--- config.mk ---
export PLATFORM = sky130hd
export DESIGN_NAME = dmem_port_arbiter
export DESIGN_NICKNAME = d
export VERILOG_FILES = /design/src/rtl/dmem_port_arbiter.sv
export SDC_FILE = /design/constraint.sdc
export NUM_CORES = 1
export LEC_CHECK = 0
export ABC_CLOCK_PERIOD_IN_PS = 1700
export BUFFER_PORTS_ARGS = -buffer_cell sky130_fd_sc_hd__buf_2
export CAP_MARGIN = 0
export CORE_AREA = 5 5 136 112
export DETAILED_ROUTE_END_ITERATION = 16
export DIE_AREA = 0 0 141 117
export PLACE_DENSITY_LB_ADDON = 0.3
export SLEW_MARGIN = 20
export SYNTH_ARGS = -nofsm -noshare
export SYNTH_HDL_FRONTEND = slang
export SYNTH_SLANG_ARGS = --single-unit
--- constraint.sdc ---
create_clock -name i_clk -period 1.7 [get_ports i_clk]
set_input_delay 0.085 -clock i_clk [delete_from_list [all_inputs] [get_ports i_clk]]
set_output_delay 0.085 -clock i_clk [all_outputs]
set_load 0.005 [all_outputs]
--- src/rtl/dmem_port_arbiter.sv ---
// -----------------------------------------------------------------------------
// dmem_port_arbiter
//
// Purpose:
//   Shares the single-port, synchronous-read data memory between the pipeline
//   MEM stage and a debug scanner. A rising edge on the scan button starts a
//   scan of SCAN_WORDS consecutive words starting at SCAN_BASE. The addresses
//   wrap modulo 2^ADDR_W. Each scanned word is presented on o_dbg_* with a
//   one-cycle o_dbg_valid pulse. The pipeline always has priority. The scanner
//   only uses cycles in which the pipeline makes no request.
//
// Optional feature (macro DMEM_ARB_STARVE_GUARD_EN):
//   When the macro is defined, a wait counter tracks consecutive ISSUE cycles
//   lost to the pipeline. When the counter reaches MAX_WAIT, the next ISSUE
//   cycle becomes a forced debug grant, and o_stall=1 for that single cycle.
//   When the macro is undefined, o_stall is tied to 0 and the scanner waits
//   for as long as the pipeline keeps requesting.
//
// Ports:
//   i_clk               system clock, rising edge
//   i_rst               asynchronous active-low reset
//   i_btn_enable_d_s_o  scan-start button (synchronous), rising edge starts
//   i_pl_req/we/be/addr/wdata   pipeline memory request
//   o_pl_rdata          read data to the pipeline (memory data passed through)
//   o_stall             pipeline must hold MEM stage this cycle
//   o_mem_en/we/be/addr/wdata   memory port
//   i_mem_rdata         memory read data (one cycle after a read)
//   o_dbg_valid         one-cycle pulse: o_dbg_addr/o_dbg_data hold a word
//   o_dbg_addr/data     scanned word and its address
//   o_dbg_busy          a scan is in progress
// -----------------------------------------------------------------------------
module dmem_port_arbiter #(
    parameter int ADDR_W     = 10,
    parameter int SCAN_BASE  = 0,
    parameter int SCAN_WORDS = 4,
    parameter int MAX_WAIT   = 8
) (
    input  logic              i_clk,
    input  logic              i_rst,
    input  logic              i_btn_enable_d_s_o,
    input  logic              i_pl_req,
    input  logic              i_pl_we,
    input  logic [3:0]        i_pl_be,
    input  logic [ADDR_W-1:0] i_pl_addr,
    input  logic [31:0]       i_pl_wdata,
    output logic [31:0]       o_pl_rdata,
    output logic              o_stall,
    output logic              o_mem_en,
    output logic              o_mem_we,
    output logic [3:0]        o_mem_be,
    output logic [ADDR_W-1:0] o_mem_addr,
    output logic [31:0]       o_mem_wdata,
    input  logic [31:0]       i_mem_rdata,
    output logic              o_dbg_valid,
    output logic [ADDR_W-1:0] o_dbg_addr,
    output logic [31:0]       o_dbg_data,
    output logic              o_dbg_busy
);

    typedef enum logic [1:0] {
        ST_IDLE    = 2'd0,
        ST_ISSUE   = 2'd1,
        ST_CAPTURE = 2'd2
    } state_t;

    // Truncating the base to ADDR_W bits makes BASE+idx wrap naturally.
    localparam logic [ADDR_W-1:0] BASE_ADDR = ADDR_W'(SCAN_BASE);
    localparam logic [ADDR_W-1:0] LAST_IDX  = ADDR_W'(SCAN_WORDS - 1);

    state_t              r_state;
    logic [ADDR_W-1:0]   r_idx;
    logic [ADDR_W-1:0]   r_scan_addr;
    logic                r_btn_q;
    logic                r_dbg_valid;
    logic [ADDR_W-1:0]   r_dbg_addr;
    logic [31:0]         r_dbg_data;
    logic                r_dbg_busy;

    logic                w_start;
    logic                w_force;
    logic                w_dbg_gnt;
    logic [ADDR_W-1:0]   w_scan_addr;

    assign w_start     = i_btn_enable_d_s_o & ~r_btn_q;
    assign w_scan_addr = BASE_ADDR + r_idx;
    assign w_dbg_gnt   = (r_state == ST_ISSUE) && (!i_pl_req || w_force);

`ifdef DMEM_ARB_STARVE_GUARD_EN
    localparam int WAIT_W = (MAX_WAIT < 1) ? 1 : $clog2(MAX_WAIT + 1);

    logic [WAIT_W-1:0] r_wait;

    // The counter never passes MAX_WAIT: reaching it forces a grant, and a
    // grant clears the counter.
    assign w_force = (r_state == ST_ISSUE) && (r_wait == WAIT_W'(MAX_WAIT));

    always_ff @(posedge i_clk or negedge i_rst) begin
        if (!i_rst) begin
            r_wait <= '0;
        end else if ((r_state == ST_ISSUE) && !w_dbg_gnt) begin
            r_wait <= r_wait + 1'b1;
        end else begin
            r_wait <= '0;
        end
    end
`else
    // MAX_WAIT only matters when the starvation guard is built.
    logic w_unused_max_wait;
    assign w_unused_max_wait = (MAX_WAIT > 0);
    assign w_force = 1'b0;
`endif

    // The forced grant is decoded from registered state only.
    assign o_stall = w_force;

    // Grant mux. While reset is asserted, the enables are gated off so that
    // nothing is written to memory, whatever the pipeline inputs are.
    always_comb begin
        o_mem_en    = i_pl_req;
        o_mem_we    = i_pl_we;
        o_mem_be    = i_pl_be;
        o_mem_addr  = i_pl_addr;
        o_mem_wdata = i_pl_wdata;
        if (w_dbg_gnt) begin
            o_mem_en   = 1'b1;
            o_mem_we   = 1'b0;
            o_mem_be   = 4'hF;
            o_mem_addr = w_scan_addr;
        end
        if (!i_rst) begin
            o_mem_en = 1'b0;
            o_mem_we = 1'b0;
        end
    end

    assign o_pl_rdata = i_mem_rdata;

    always_ff @(posedge i_clk or negedge i_rst) begin
        if (!i_rst) begin
            r_state     <= ST_IDLE;
            r_idx       <= '0;
            r_scan_addr <= '0;
            r_btn_q     <= 1'b0;
            r_dbg_valid <= 1'b0;
            r_dbg_addr  <= '0;
            r_dbg_data  <= '0;
            r_dbg_busy  <= 1'b0;
        end else begin
            r_btn_q     <= i_btn_enable_d_s_o;
            r_dbg_valid <= 1'b0;
            case (r_state)
                ST_IDLE: begin
                    if (w_start) begin
                        r_state    <= ST_ISSUE;
                        r_idx      <= '0;
                        r_dbg_busy <= 1'b1;
                    end
                end
                ST_ISSUE: begin
                    if (w_dbg_gnt) begin
                        r_scan_addr <= w_scan_addr;
                        r_state     <= ST_CAPTURE;
                    end
                end
                ST_CAPTURE: begin
                    // The read was issued last cycle, so i_mem_rdata now holds it.
                    r_dbg_data  <= i_mem_rdata;
                    r_dbg_addr  <= r_scan_addr;
                    r_dbg_valid <= 1'b1;
                    if (r_idx == LAST_IDX) begin
                        r_state    <= ST_IDLE;
                        r_dbg_busy <= 1'b0;
                    end else begin
                        r_idx   <= r_idx + 1'b1;
                        r_state <= ST_ISSUE;
                    end
                end
                default: r_state <= ST_IDLE;
            endcase
        end
    end

    assign o_dbg_valid = r_dbg_valid;
    assign o_dbg_addr  = r_dbg_addr;
    assign o_dbg_data  = r_dbg_data;
    assign o_dbg_busy  = r_dbg_busy;

endmodule

==> results.txt, run 1 <==
sequential share of the synthesized area: 50.1%
total vias in the final route: 2870
drt drc: 0
kind of critical path: reg2out
largest net degree at the start of global routing: 46
Final Cell Area: 0.00454 mm^2
Buffers on Ports: 142
WP data arrival: 1490 ps
Post-Route WL: 8.93 mm
LEAKAGE: 2.52 nW
clk sinks: 67
Post-synth EDFFs: 0
Post-Syn Instances: 396
layout cells sized above 1: 35.8%
antenna violations before repair: 0
Post-Syn Nets: 480
post-synthesis mux area share: 0%
# fillers: 1455
most common cell in the synthesized netlist: nand2_1
Hold Fails Final Rpt: 0
clock transition at the registers of the reported paths: 50 ps
placed cells: 655
Root Buffer: clkbuf_16
Die Footprint: 0.0165 mm^2
synthesized area: 0.00335 mm^2
Post-DRT Antenna Nets: 0
Post-Synth Simple-Gate Area: 26.3%
# nets final: 602
diodes inserted: 0
Final period util: 92.9%
Hold Worst Slack: 36.3 ps
DP Wirelength: 6.35 mm
Syn-to-layout area delta: 35.7%
RSZ-0062 raised after global routing: no
die height: 117 um
Yosys top cell by area: dfrtp_1
total core area: 0.0139 mm^2
Main synth FF type: dfrtp_1
gr usage total: 10.8%
CTS tree: yes
fin. max-slew vios: 0
most frequent cells after synthesis: nand2_1, dfrtp_1, buf_4
CP Max Fanout: 5
max frequency: 633 MHz
DR WL/cell: 12.6 um
outcome: finished clean
post-synth cell types: 34
ranking of synthesized cells by area: dfrtp_1, nand2_1, buf_4
Finished Layout Cells: 707
Die X: 141 um
RD Place Congestion: 0.744
sum of negative setup slack: 0 ps
Vias per Instance: 4.06
Worst-Skew Late Latency: 330 ps
Req. time, crit path: 1620 ps
Placed Area: 0.00384 mm^2
compound-gate portion of the synthesized area: 5.46%
row count: 39
fraction of registers with async set/reset: 100%
I/O pins: 208
Starting DRT DRC Count: 157
Synth top area share: 50.1%
H-tree depth: 3
Yosys reg bits: 67
Yosys warning total: 0
grt ovf: 0
Final setup viols: 0
vias in the first global route: 2869
first-pass GRT wire length: 14.1 mm
HP Class: in2reg
final worst path period need: 1580 ps
pwr dens: 1470 mW/mm^2
Starting Density: 24.2%
CTS max path bufs: 2
TritonRoute pass-1 iters: 4
Synth Area in XOR/XNOR: 0%
VDD IR-drop max: 0.559 mV
CTS buffer count: 9
max-cap viol count: 0
main combinational cell family by area after synthesis: simple AND/OR/NAND/NOR gates
type of origin of the critical path: register
final setup skew: 5.64 ps
crit path capture type: output port
Synth Area per Inst: 8.46 um^2
adder-cell area share of the yosys netlist: 0.374%
[where the power goes]
| group | internal [mW] | total [mW] | switching, mW |
|---|---|---|---|
| sequential | 2.22 | 2.58 | 0.364 |
| combinational | 1.00 | 2.19 | 1.19 |
| clock | 1.22 | 1.90 | 0.685 |
[layout make-up]
cell class	count	area [um^2]	share of cell area (%)
clock buffer	11	253	5.56
clock inverter	5	61.3	1.35
inverter	3	13.8	0.303
multi-input combinational	244	1110	24.4
sequential	67	1680	36.9
tap	184	230	5.07
timing repair buffer	192	1190	26.2
timing repair inverter	1	7.51	0.165
[state kept, by name, summed over array words and instances (netlist names)]
register and count:
o_dbg_data 32, o_dbg_addr 10, r_idx 10, r_scan_addr 10
r_state 2, o_dbg_busy 1, o_dbg_valid 1, r_btn_q 1
[layer usage]
metal | track usage, % | wire length (um)
met4 | 3.55 | 112
met3 | 4.22 | 726
met1 | 13.1 | 3830
met5 | 0 | 0
met2 | 17.9 | 4260
[worst paths after layout]
check | cells past startpoint | startpoint | slack, ps | endpoint
worst max register to register | 4 | r_idx[8]$_DFFE_PN0P_ | 160 | r_state[0]$_DFFE_PN0P_
worst min register to register | 2 | r_scan_addr[9]$_DFFE_PN0P_ | 470 | o_dbg_addr[9]$_DFFE_PN0P_
worst max-delay path | 5 | r_state[1]$_DFFE_PN0P_ | 120 | o_mem_we
min in group asynchronous | 2 | i_rst | 240 | o_dbg_data[1]$_DFFE_PN0P_
max in group asynchronous | 3 | i_rst | 860 | r_state[1]$_DFFE_PN0P_
worst min-delay path | 2 | i_pl_req | 40 | r_state[0]$_DFFE_PN0P_
[repair_timing]
| item | CTS | global route |
|---|---|---|
| hold endpoints to repair | 55 | 0 |
| cloned | 1 | 0 |
| endpoints found under the setup margin | 1 | 19 |
| gates resized for setup | 4 | 7 |
| hold buffers | 34 | 0 |
| buffers inserted | 0 | 1 |
[logic make-up (layout without fill, tap and decap cells)]
group	count (synthesis)	after routing
adder cells (fa/ha/maj)	1	1
buffers and inverters	85	212
other	1	1
flip-flops	67	67
AND/OR/NAND/NOR	214	214
AO/OA/AOI/OAI	28	28
[through the flow]
step	setup WS [ps]	util (%)	total power, mW
after CTS	22.1	32.6	6.75
after global routing	36.7	32.8	7.24
final	121	32.8	6.67
after floorplan	174	-	3.74
after global placement	99.6	27.7	4.64
after detailed placement	26.8	27.7	4.70
[critical path: stages (launching register included)]
cell	delay, ps
dfrtp_2	460
nor2b_4	160
nand2b_4	100
buf_4	160
and3_1	160
buf_2	120
[cells in the final DEF (no fill, tap or decap), types with 3 or more instances in the layout]
cell type | Yosys | routed
clkbuf_16 | 0 | 9
buf_2 | 5 | 141
o31ai_1 | 5 | 5
o21ai_1 | 5 | 5
dfrtp_1 | 67 | 66
a21oi_1 | 5 | 5
nand3_1 | 3 | 3
buf_4 | 65 | 15
dlygate4sd3_1 | 0 | 34
and3_1 | 3 | 3
clkinvlp_4 | 0 | 4
a31oi_1 | 5 | 5
nand2b_1 | 6 | 4
nor2_1 | 3 | 3
nand2_1 | 188 | 188
Note: power is estimated with default switching activity, not from simulation.
==> run 2: changes to the inputs <==
--- a/config.mk
+++ b/config.mk
@@ -8,9 +8,9 @@
 export ABC_CLOCK_PERIOD_IN_PS = 1700
 export BUFFER_PORTS_ARGS = -buffer_cell sky130_fd_sc_hd__buf_2
 export CAP_MARGIN = 0
-export CORE_AREA = 5 5 136 112
+export CORE_AREA = 5 5 105 87
 export DETAILED_ROUTE_END_ITERATION = 16
-export DIE_AREA = 0 0 141 117
+export DIE_AREA = 0 0 110 92
 export PLACE_DENSITY_LB_ADDON = 0.3
 export SLEW_MARGIN = 20
 export SYNTH_ARGS = -nofsm -noshare
==> run 2 against run 1 <==
  * Maximum frequency down 1.4%
  * Flip-flop and latch count did not move
  * Design area decreased by 4.6%
  * Critical path depth is 1 higher
  * Clock-buffer cell count down 2
==> results.txt, run 2 (synthesis results as in run 1) <==
Max stage delay on crit path: 460 ps
clk sinks: 67
Req. time, crit path: 1620 ps
fin util: 55.1%
antenna violations before repair: 0
met1 wire length: 3.65 mm
PnR worst setup slack: 97.6 ps
HP Class: in2out
DP Wirelength: 5.98 mm
RD Place Congestion: 0.841
Starting Density: 42.5%
first-pass GRT wire length: 13.8 mm
Place WS: 9.71 ps
total core area: 0.00787 mm^2
largest net degree at the start of global routing: 41
fin. max-slew vios: 0
Max Used Layer: met4
worst path cell trace: nor2b_4 > nand2b_4 > buf_6 > nand2_1 > nand2_1 > buf_2
met2 wire len: 4.12 mm
TritonRoute pass-1 iters: 4
slowest stage cell, crit path: dfrtp_2
LEAKAGE: 2.48 nW
max reg flops: 32
VDD IR-drop max: 0.705 mV
diodes inserted: 0
CTS buffer count: 9
DR WL met3: 647 um
cell depth of the worst flop-to-flop path: 5
H-tree depth: 3
Placed Area: 0.00374 mm^2
pwr dens: 1410 mW/mm^2
vias in the first global route: 2874
row count: 29
WP data arrival: 1520 ps
CTS tree: yes
grt ovf: 0
Total Power: 6.11 mW
Final Cell Area: 0.00434 mm^2
die height: 92 um
commonest cells after routing, fill and taps aside: nand2_1, buf_2, dfrtp_1, dlygate4sd3_1, buf_4
Worst-Skew Late Latency: 340 ps
max-cap viol count: 0
RSZ-0062 raised after global routing: yes
I/O pins: 208
Root Buffer: clkbuf_8
gr usage total: 17.2%
Post-Route WL: 8.54 mm
crit path capture type: output port
total vias in the final route: 2907
outcome: finished clean
Final setup viols: 0
Syn-to-layout area delta: 29.5%
Final period util: 94.3%
# nets final: 605
final worst path period need: 1600 ps
CTS max path bufs: 2
Most Frequent Cell on Critical Path: nand2_1
clock transition at the registers of the reported paths: 80 ps
commonest non-fill, non-tap cell in the layout: nand2_1
DR WL/cell: 13.5 um
Starting DRT DRC Count: 153
Hold Fails Final Rpt: 0
Post-DRT Antenna Nets: 0
type of origin of the critical path: register
final setup skew: 11.8 ps
Buffers on Ports: 142
Rel. slew slack: 66.4%
Die X: 110 um
layout cells sized above 1: 35.9%
max frequency: 624 MHz
Vias per Instance: 4.59
Die Footprint: 0.0101 mm^2
drt drc: 0
CP Max Fanout: 20
Worst Tran Pin Value: 504 ps
worst hold stages: 0
kind of critical path: reg2out
==> run 2: changes by cell type in the layout (fill, tap and decap cells not counted), sizes merged <==
cell and delta:
buf +2, clkbuf -2, inv +2, clkinv +1, clkinvlp -1, dlygate4sd3 +1
==> run 2: timing repair <==
item,CTS,global route
hold buffers,35,0
resized for setup,4,6
endpoints found under the setup margin,12,16
setup buffers,0,1
endpoints found under the hold margin,101,0
cloned,0,1
==> run 2: final cells by class <==
cell class / count / area, um^2
repair inverters: 1 / 7.51
fillers: 762 / 3540
flip-flops and latches: 67 / 1680
well taps: 108 / 135
clock inverters: 7 / 76.3
inverters: 3 / 13.8
multi-input cells: 244 / 1100
repair buffers: 195 / 1200
clock buffers: 9 / 124
==> run 2: critical path: cells and delay by family (launching register included) <==
kind                   cells  cell delay, ps
buffers and inverters      2             310
AND/OR/NAND/NOR            4             400
flip-flops                 1             460
==> run 2: metrics by stage <==
| step | setup TNS [ps] | hold slack [ps] | std cells |
|---|---|---|---|
| final | 0 | 170 | 634 |
| after CTS | 0 | 170 | 632 |
| after global placement | 0 | 164 | 581 |
| after detailed placement | 0 | 170 | 581 |
| after global routing | -6.83 | 170 | 634 |
| after floorplan | 0 | -211 | 396 |
==> run 2: power breakdown <==
| part | total (mW) | internal, mW | leakage, nW | switching [mW] |
|---|---|---|---|---|
| clock | 1.33 | 0.687 | 0.0962 | 0.638 |
| combinational | 2.22 | 1.02 | 1.53 | 1.20 |
| sequential | 2.56 | 2.21 | 0.859 | 0.349 |
==> run 2: final timing paths <==
| kind | startpoint | to | slack (ps) |
|---|---|---|---|
| worst min register to register | r_scan_addr[8]$_DFFE_PN0P_ | o_dbg_addr[8]$_DFFE_PN0P_ | 470 |
| worst max-delay path | r_state[1]$_DFFE_PN0P_ | o_mem_addr[8] | 100 |
| worst min-delay path | i_pl_wdata[15] | o_mem_wdata[15] | 170 |
| worst max register to register | r_idx[1]$_DFFE_PN0P_ | r_idx[9]$_DFFE_PN0P_ | 110 |
| max in group asynchronous | i_rst | o_dbg_data[24]$_DFFE_PN0P_ | 960 |
| min in group asynchronous | i_rst | o_dbg_data[19]$_DFFE_PN0P_ | 330 |
==> run 2: per-layer routing <==
metal  vias up  GRT usage (%)
met2       111           27.6
met3        16           5.13
met5         -              0
li1       1426              -
met1      1354           21.8
met4         0           6.23
